### src/rtl/rtr_route_req_sched.sv
// Per-input-port route request scheduler: holds filtered routes per VC and
// presents them round-robin to the switch allocator. Optional macro: RTR_ROUTE_SCHED_STICKY_ERRORS_EN.
module rtr_route_req_sched #(
  parameter int num_vcs              = 4,
  parameter int num_ports            = 5,
  parameter int num_resource_classes = 2
) (
  input  logic                                   clk,
  input  logic                                   reset,
  input  logic [num_vcs-1:0]                     route_valid_ivc,
  input  logic [num_vcs*num_ports-1:0]           route_op_ivc,
  input  logic [num_vcs*num_resource_classes-1:0] route_orc_ivc,
  input  logic [num_vcs*2-1:0]                   route_errors_ivc,
  input  logic                                   gnt,
  output logic                                   req,
  output logic [num_vcs-1:0]                     req_ivc,
  output logic [num_ports-1:0]                   req_op,
  output logic [num_resource_classes-1:0]        req_orc,
  output logic [num_vcs-1:0]                     pend_ivc,
  output logic [2:0]                             errors
);

  localparam int VW = (num_vcs > 1) ? $clog2(num_vcs) : 1;

  typedef enum logic {IDLE, REQ} state_t;

  state_t                          state;
  logic [VW-1:0]                   ptr;
  logic [VW-1:0]                   sel;
  logic [num_vcs-1:0]              pend;
  logic [num_ports-1:0]            op_q  [num_vcs];
  logic [num_resource_classes-1:0] orc_q [num_vcs];

  logic [num_vcs-1:0]              valid_v, nz_v, err_port_v, err_cls_v;
  logic [num_ports-1:0]            op_v  [num_vcs];
  logic [num_resource_classes-1:0] orc_v [num_vcs];
  logic [num_vcs-1:0]              granted, load_ok, overload, zero_op, pend_nxt;
  logic                            gnt_fire;
  logic [2:0]                      err_now;

  logic [num_vcs-1:0]              cand;
  logic [VW-1:0]                   start_idx, next_ptr, pick, idx;
  logic                            found;

  function automatic logic [VW-1:0] wrap_add(input logic [VW-1:0] a, input int b);
    int s;
    s = int'(a) + b;
    if (s >= num_vcs) s = s - num_vcs;
    return VW'(s);
  endfunction

  // VC 0 occupies the MSB of every per-VC vector on the ports.
  function automatic logic [num_vcs-1:0] vc_onehot(input logic [VW-1:0] v);
    logic [num_vcs-1:0] r;
    r = '0;
    r[VW'(num_vcs-1) - v] = 1'b1;
    return r;
  endfunction

  assign gnt_fire = (state == REQ) && gnt;
  assign next_ptr = wrap_add(sel, 1);

  for (genvar v = 0; v < num_vcs; v++) begin : g_vc
    localparam int S = num_vcs - 1 - v;
    assign valid_v[v]    = route_valid_ivc[S];
    assign op_v[v]       = route_op_ivc[S*num_ports +: num_ports];
    assign orc_v[v]      = route_orc_ivc[S*num_resource_classes +: num_resource_classes];
    assign err_port_v[v] = route_errors_ivc[S*2+1];
    assign err_cls_v[v]  = route_errors_ivc[S*2];
    assign nz_v[v]       = |op_v[v];
    assign granted[v]    = gnt_fire && (sel == VW'(v));
    // A granted VC frees its slot in the same edge, so a reload is accepted.
    assign load_ok[v]    = valid_v[v] && nz_v[v] && (!pend[v] || granted[v]);
    assign overload[v]   = valid_v[v] && nz_v[v] && pend[v] && !granted[v];
    assign zero_op[v]    = valid_v[v] && !nz_v[v];
    assign pend_nxt[v]   = load_ok[v] || (pend[v] && !granted[v]);
    assign pend_ivc[S]   = pend[v];

    always_ff @(posedge clk) begin
      if (load_ok[v]) begin
        op_q[v]  <= op_v[v];
        orc_q[v] <= orc_v[v];
      end
    end
  end

  assign err_now[0] = |(valid_v & err_port_v) || |zero_op;
  assign err_now[1] = |(valid_v & err_cls_v);
  assign err_now[2] = |overload || ((state == IDLE) && gnt);

  // Round-robin pick over the registered pend bits; the current sel is
  // excluded while in REQ so the next winner is ready on a grant.
  always_comb begin
    cand      = pend;
    start_idx = ptr;
    if (state == REQ) begin
      cand[sel] = 1'b0;
      start_idx = next_ptr;
    end
    found = 1'b0;
    pick  = '0;
    idx   = '0;
    for (int i = num_vcs - 1; i >= 0; i--) begin
      idx = wrap_add(start_idx, i);
      if (cand[idx]) begin
        found = 1'b1;
        pick  = idx;
      end
    end
  end

  always_ff @(posedge clk) begin
    if (reset) begin
      state   <= IDLE;
      ptr     <= '0;
      sel     <= '0;
      pend    <= '0;
      req     <= 1'b0;
      req_ivc <= '0;
      req_op  <= '0;
      req_orc <= '0;
      errors  <= '0;
    end else begin
      pend <= pend_nxt;
`ifdef RTR_ROUTE_SCHED_STICKY_ERRORS_EN
      errors <= errors | err_now;
`else
      errors <= err_now;
`endif
      case (state)
        IDLE: begin
          if (found) begin
            state   <= REQ;
            sel     <= pick;
            req     <= 1'b1;
            req_ivc <= vc_onehot(pick);
            req_op  <= op_q[pick];
            req_orc <= orc_q[pick];
          end
        end
        REQ: begin
          if (gnt) begin
            ptr <= next_ptr;
            if (found) begin
              sel     <= pick;
              req_ivc <= vc_onehot(pick);
              req_op  <= op_q[pick];
              req_orc <= orc_q[pick];
            end else begin
              state   <= IDLE;
              req     <= 1'b0;
              req_ivc <= '0;
              req_op  <= '0;
              req_orc <= '0;
            end
          end
        end
        default: state <= IDLE;
      endcase
    end
  end

endmodule

### config.mk
export PLATFORM = sky130hd
export DESIGN_NAME = rtr_route_req_sched
export DESIGN_NICKNAME = d
export VERILOG_FILES = /design/src/rtl/rtr_route_req_sched.sv
export SDC_FILE = /design/constraint.sdc
export NUM_CORES = 1
export LEC_CHECK = 0
export ABC_CLOCK_PERIOD_IN_PS = 4900
export BUFFER_PORTS_ARGS = -buffer_cell sky130_fd_sc_hd__buf_2
export CORE_MARGIN = 3
export CORE_UTILIZATION = 30
export DETAILED_ROUTE_END_ITERATION = 8
export PLACE_DENSITY = 0.57
export SYNTH_ARGS = -nofsm -noshare
export SYNTH_HDL_FRONTEND = slang
export SYNTH_SLANG_ARGS = --single-unit
export TNS_END_PERCENT = 100
### constraint.sdc
create_clock -name clk -period 4.9 [get_ports clk]
set_clock_uncertainty 0.15 [all_clocks]
set_input_delay 0.735 -clock clk [delete_from_list [all_inputs] [get_ports clk]]
set_output_delay 0.735 -clock clk [all_outputs]
set_load 0.05 [all_outputs]
==> results.yml <==
worst_setup_path:
  worst-path-buf-inv: 1
  crit_arrival_ps: 3250
  crit_family: "simple AND/OR/NAND/NOR gates"
  cp_slowest_cell: "or4b_1"
  slowest_delay_ps: 770
  required_ps: 4980
  reg2regPathDepth: 7
  critPathLaunchType: "register"
  r2r_end: "req_ivc[0]"
  path_max_fanout: 19
  critPathKind: "reg2reg"
  rrSetupSlack_ps: 1730
  path_cells: "inv_1, ha_1, mux2_4, o211ai_1, nand3_1, or4b_1, a21oi_1"
  cp-end-kind: "register"
  rr_startpoint: "sel[0]"
route:
  drt-total-wl_mm: 5.11
  antenna_left: 0
  avgViaCountPerCell: 4.68
  drcViolationCount: 0
  vias: 1653
  drt_iter0_markers: 97
  drt_pass1_iterations: 4
  wire_per_inst_um: 14.5
synthesis:
  seq_area_frac_synth: 0.597
  synth_area_sq_um: 2210
  ys_warn_count: 0
  synth.area.top_cells: "edfxtp_1, dfxtp_1, mux2i_1"
  synth_top_area_frac: 0.380
  syn_inst: 194
  ys_types: 34
  synth_top_area_cell: "edfxtp_1"
  synth_nets: 241
  ys_ff_latch: 52
  syn_avg_cell_area_sq_um: 11.4
hold_path:
  hold_path_class: "reg2reg"
  hp-start: "req_ivc[3]"
  worstHoldEndpoint: "req_ivc[3]"
  hold_path_depth: 2
grt:
  grt_max_degree: 20
  grt_antenna_before_repair: 0
  grt_pass1_vias: 1614
  grt_use_total: 0.123
  grt_pass1_wl_mm: 8.19
  grt_overflow_total: 0
cells_and_area:
  nNetsFinal: 303
  regArea_sq_um: 1320
  multi_input_area_sq_um: 852
  drive_gt1_frac: 0.288
  syn_to_final_growth_pct: 22.1
  n_antenna_cell: 0
  fillers: 733
  fin_area_sq_um: 2710
power:
  ir_drop_mv: 0.208
  leakage_uw: 0.00110
  p_per_area_nw_per_um2: 385
run_status:
  status: "completed"
timing:
  slew_viol_final: 0
  max-slew-margin-rel: 0.292
  min_period_ps: 3170
  finalSetupTns_ps: 0
  hold_violations: 0
  timing.fmax_mhz: 316
  setup_viol: 0
  rsz0062_at_grt: "false"
  fin_crit_sh: 0.646
  worst_pin_slew_ps: 1060
  whs_ps: 306
  fin_ws_ps: 1730
run:
  drv_cap: 0
place:
  io_buffer_count: 61
  routabilityCongestion: 0.872
  hpwlAfterDp_mm: 4.03
  place_area_sq_um: 2610
  dp_slack_ps: 1740
floorplan:
  die_h_um: 91.9
  initial_core_util: 0.317
  coreArea_sq_um: 6980
  rows: 30
  die_area_sq_um: 8450
  ios: 62
  die_w_um: 91.9
clock_network:
  htreeDepth: 2
  clk_latency_ps: 300
  cts_setup_buffers: 0
  clk_pin_slew_ps: 90
  clock_path_buffers: 2
  ctsResizeCount: 0
  tritoncts: "built"
  clock-root-buffer: "clkbuf_8"
  clock-sinks: 52
  hold_buffers: 0
  cts_made_buffers: 5
[sequential cells by signal, indices dropped and copies added (netlist names)]
signal / cells
req: 1
req_ivc: 4
errors: 3
ptr: 2
pend: 4
sel: 2
orc_q: 8
req_op: 5
op_q: 20
state: 1
req_orc: 2
[cells by family (layout without fill, tap and decap cells)]
| family | after synthesis | in the layout | share of synthesized area |
|---|---|---|---|
| adder cells (fa/ha/maj) | 4 | 4 | 0.0226 |
| AND/OR/NAND/NOR | 63 | 63 | 0.137 |
| multiplexers | 16 | 16 | 0.0751 |
| AO/OA/AOI/OAI | 49 | 49 | 0.150 |
| buffers and inverters | 10 | 73 | 0.0186 |
| flip-flops | 52 | 52 | 0.597 |
[layout make-up]
cell class,count,area share
Clock inverter,3,0.00833
Inverter,4,0.00555
Sequential cell,52,0.488
Timing Repair Buffer,61,0.113
Tap cell,96,0.0444
Clock buffer,5,0.0254
Multi-Input combinational cell,132,0.315
[synthesized netlist by cell type, drive strengths merged]
| cell type | number |
|---|---|
| or4 | 5 |
| and2 | 1 |
| o22ai | 2 |
| o21ai | 11 |
| a41oi | 1 |
| ha | 4 |
| nor2b | 4 |
| mux2 | 2 |
| mux2i | 14 |
| a21boi | 3 |
| a211oi | 1 |
| a32oi | 1 |
| dfxtp | 24 |
| clkbuf | 3 |
| inv | 4 |
| edfxtp | 28 |
| or4b | 1 |
| o221ai | 8 |
| nand2b | 3 |
| a31oi | 1 |
| nand3 | 1 |
| nor3 | 3 |
| nor2 | 16 |
| a22oi | 2 |
| nand3b | 1 |
| nand2 | 27 |
| or3b | 1 |
| o211ai | 2 |
| o41ai | 1 |
| buf | 3 |
| a21oi | 16 |
[how the worst max path moves through the flow]
stage | to | start | slack (ps) | cells after the start
after detailed placement | req_ivc[0] | sel[0] | 1740 | 7
after global routing | req_ivc[2] | sel[0] | 1510 | 7
after global placement | req_ivc[0] | sel[0] | 1830 | 7
after floorplan | req_ivc[0] | sel[0] | 2480 | 7
final | req_ivc[0] | sel[0] | 1730 | 7
after CTS | req_ivc[0] | sel[0] | 1720 | 7
[through the flow]
step	power (uW)	cells	utilization
floorplan	733	194	-
finish	1040	353	0.387
global route	1100	353	0.387
global placement	807	345	0.374
CTS	1050	353	0.387
detailed placement	810	345	0.374
[layer usage]
metal | vias up | share of wire | track usage
met4 | 0 | 0.014 | 0.0408
met5 | - | 0 | 0
met1 | 742 | 0.50 | 0.173
met2 | 58 | 0.43 | 0.186
li1 | 844 | - | -
met3 | 9 | 0.057 | 0.0271
[worst min-delay path, delay by kind of cell, from the launching register on]
| kind | cells | cell delay, ps |
|---|---|---|
| AOI/OAI and AO/OA | 1 | 50 |
| DFF | 1 | 320 |
| and+or+nand+nor | 1 | 50 |
[placed cells by master (no fill, tap or decap), types with 2 or more instances in the layout]
master    count
buf_2        61
edfxtp_1     28
nand2_1      27
dfxtp_1      24
a21oi_1      16
nor2_1       16
mux2i_1      14
o21ai_0      11
o221ai_1      8
or4_1         5
clkbuf_8      5
inv_1         4
nor2b_1       4
ha_1          4
nand2b_1      3
o22ai_1       2
nor3_1        2
a21boi_1      2
o211ai_1      2
a22oi_1       2
[power breakdown]
group | leakage, uW | internal [uW] | switching, uW | total [uW]
Sequential | 0.000466 | 503 | 22.8 | 526
Combinational | 0.000588 | 88.9 | 183 | 272
Clock | 0.0000485 | 103 | 141 | 243
Power figures use the tool's default switching activity.
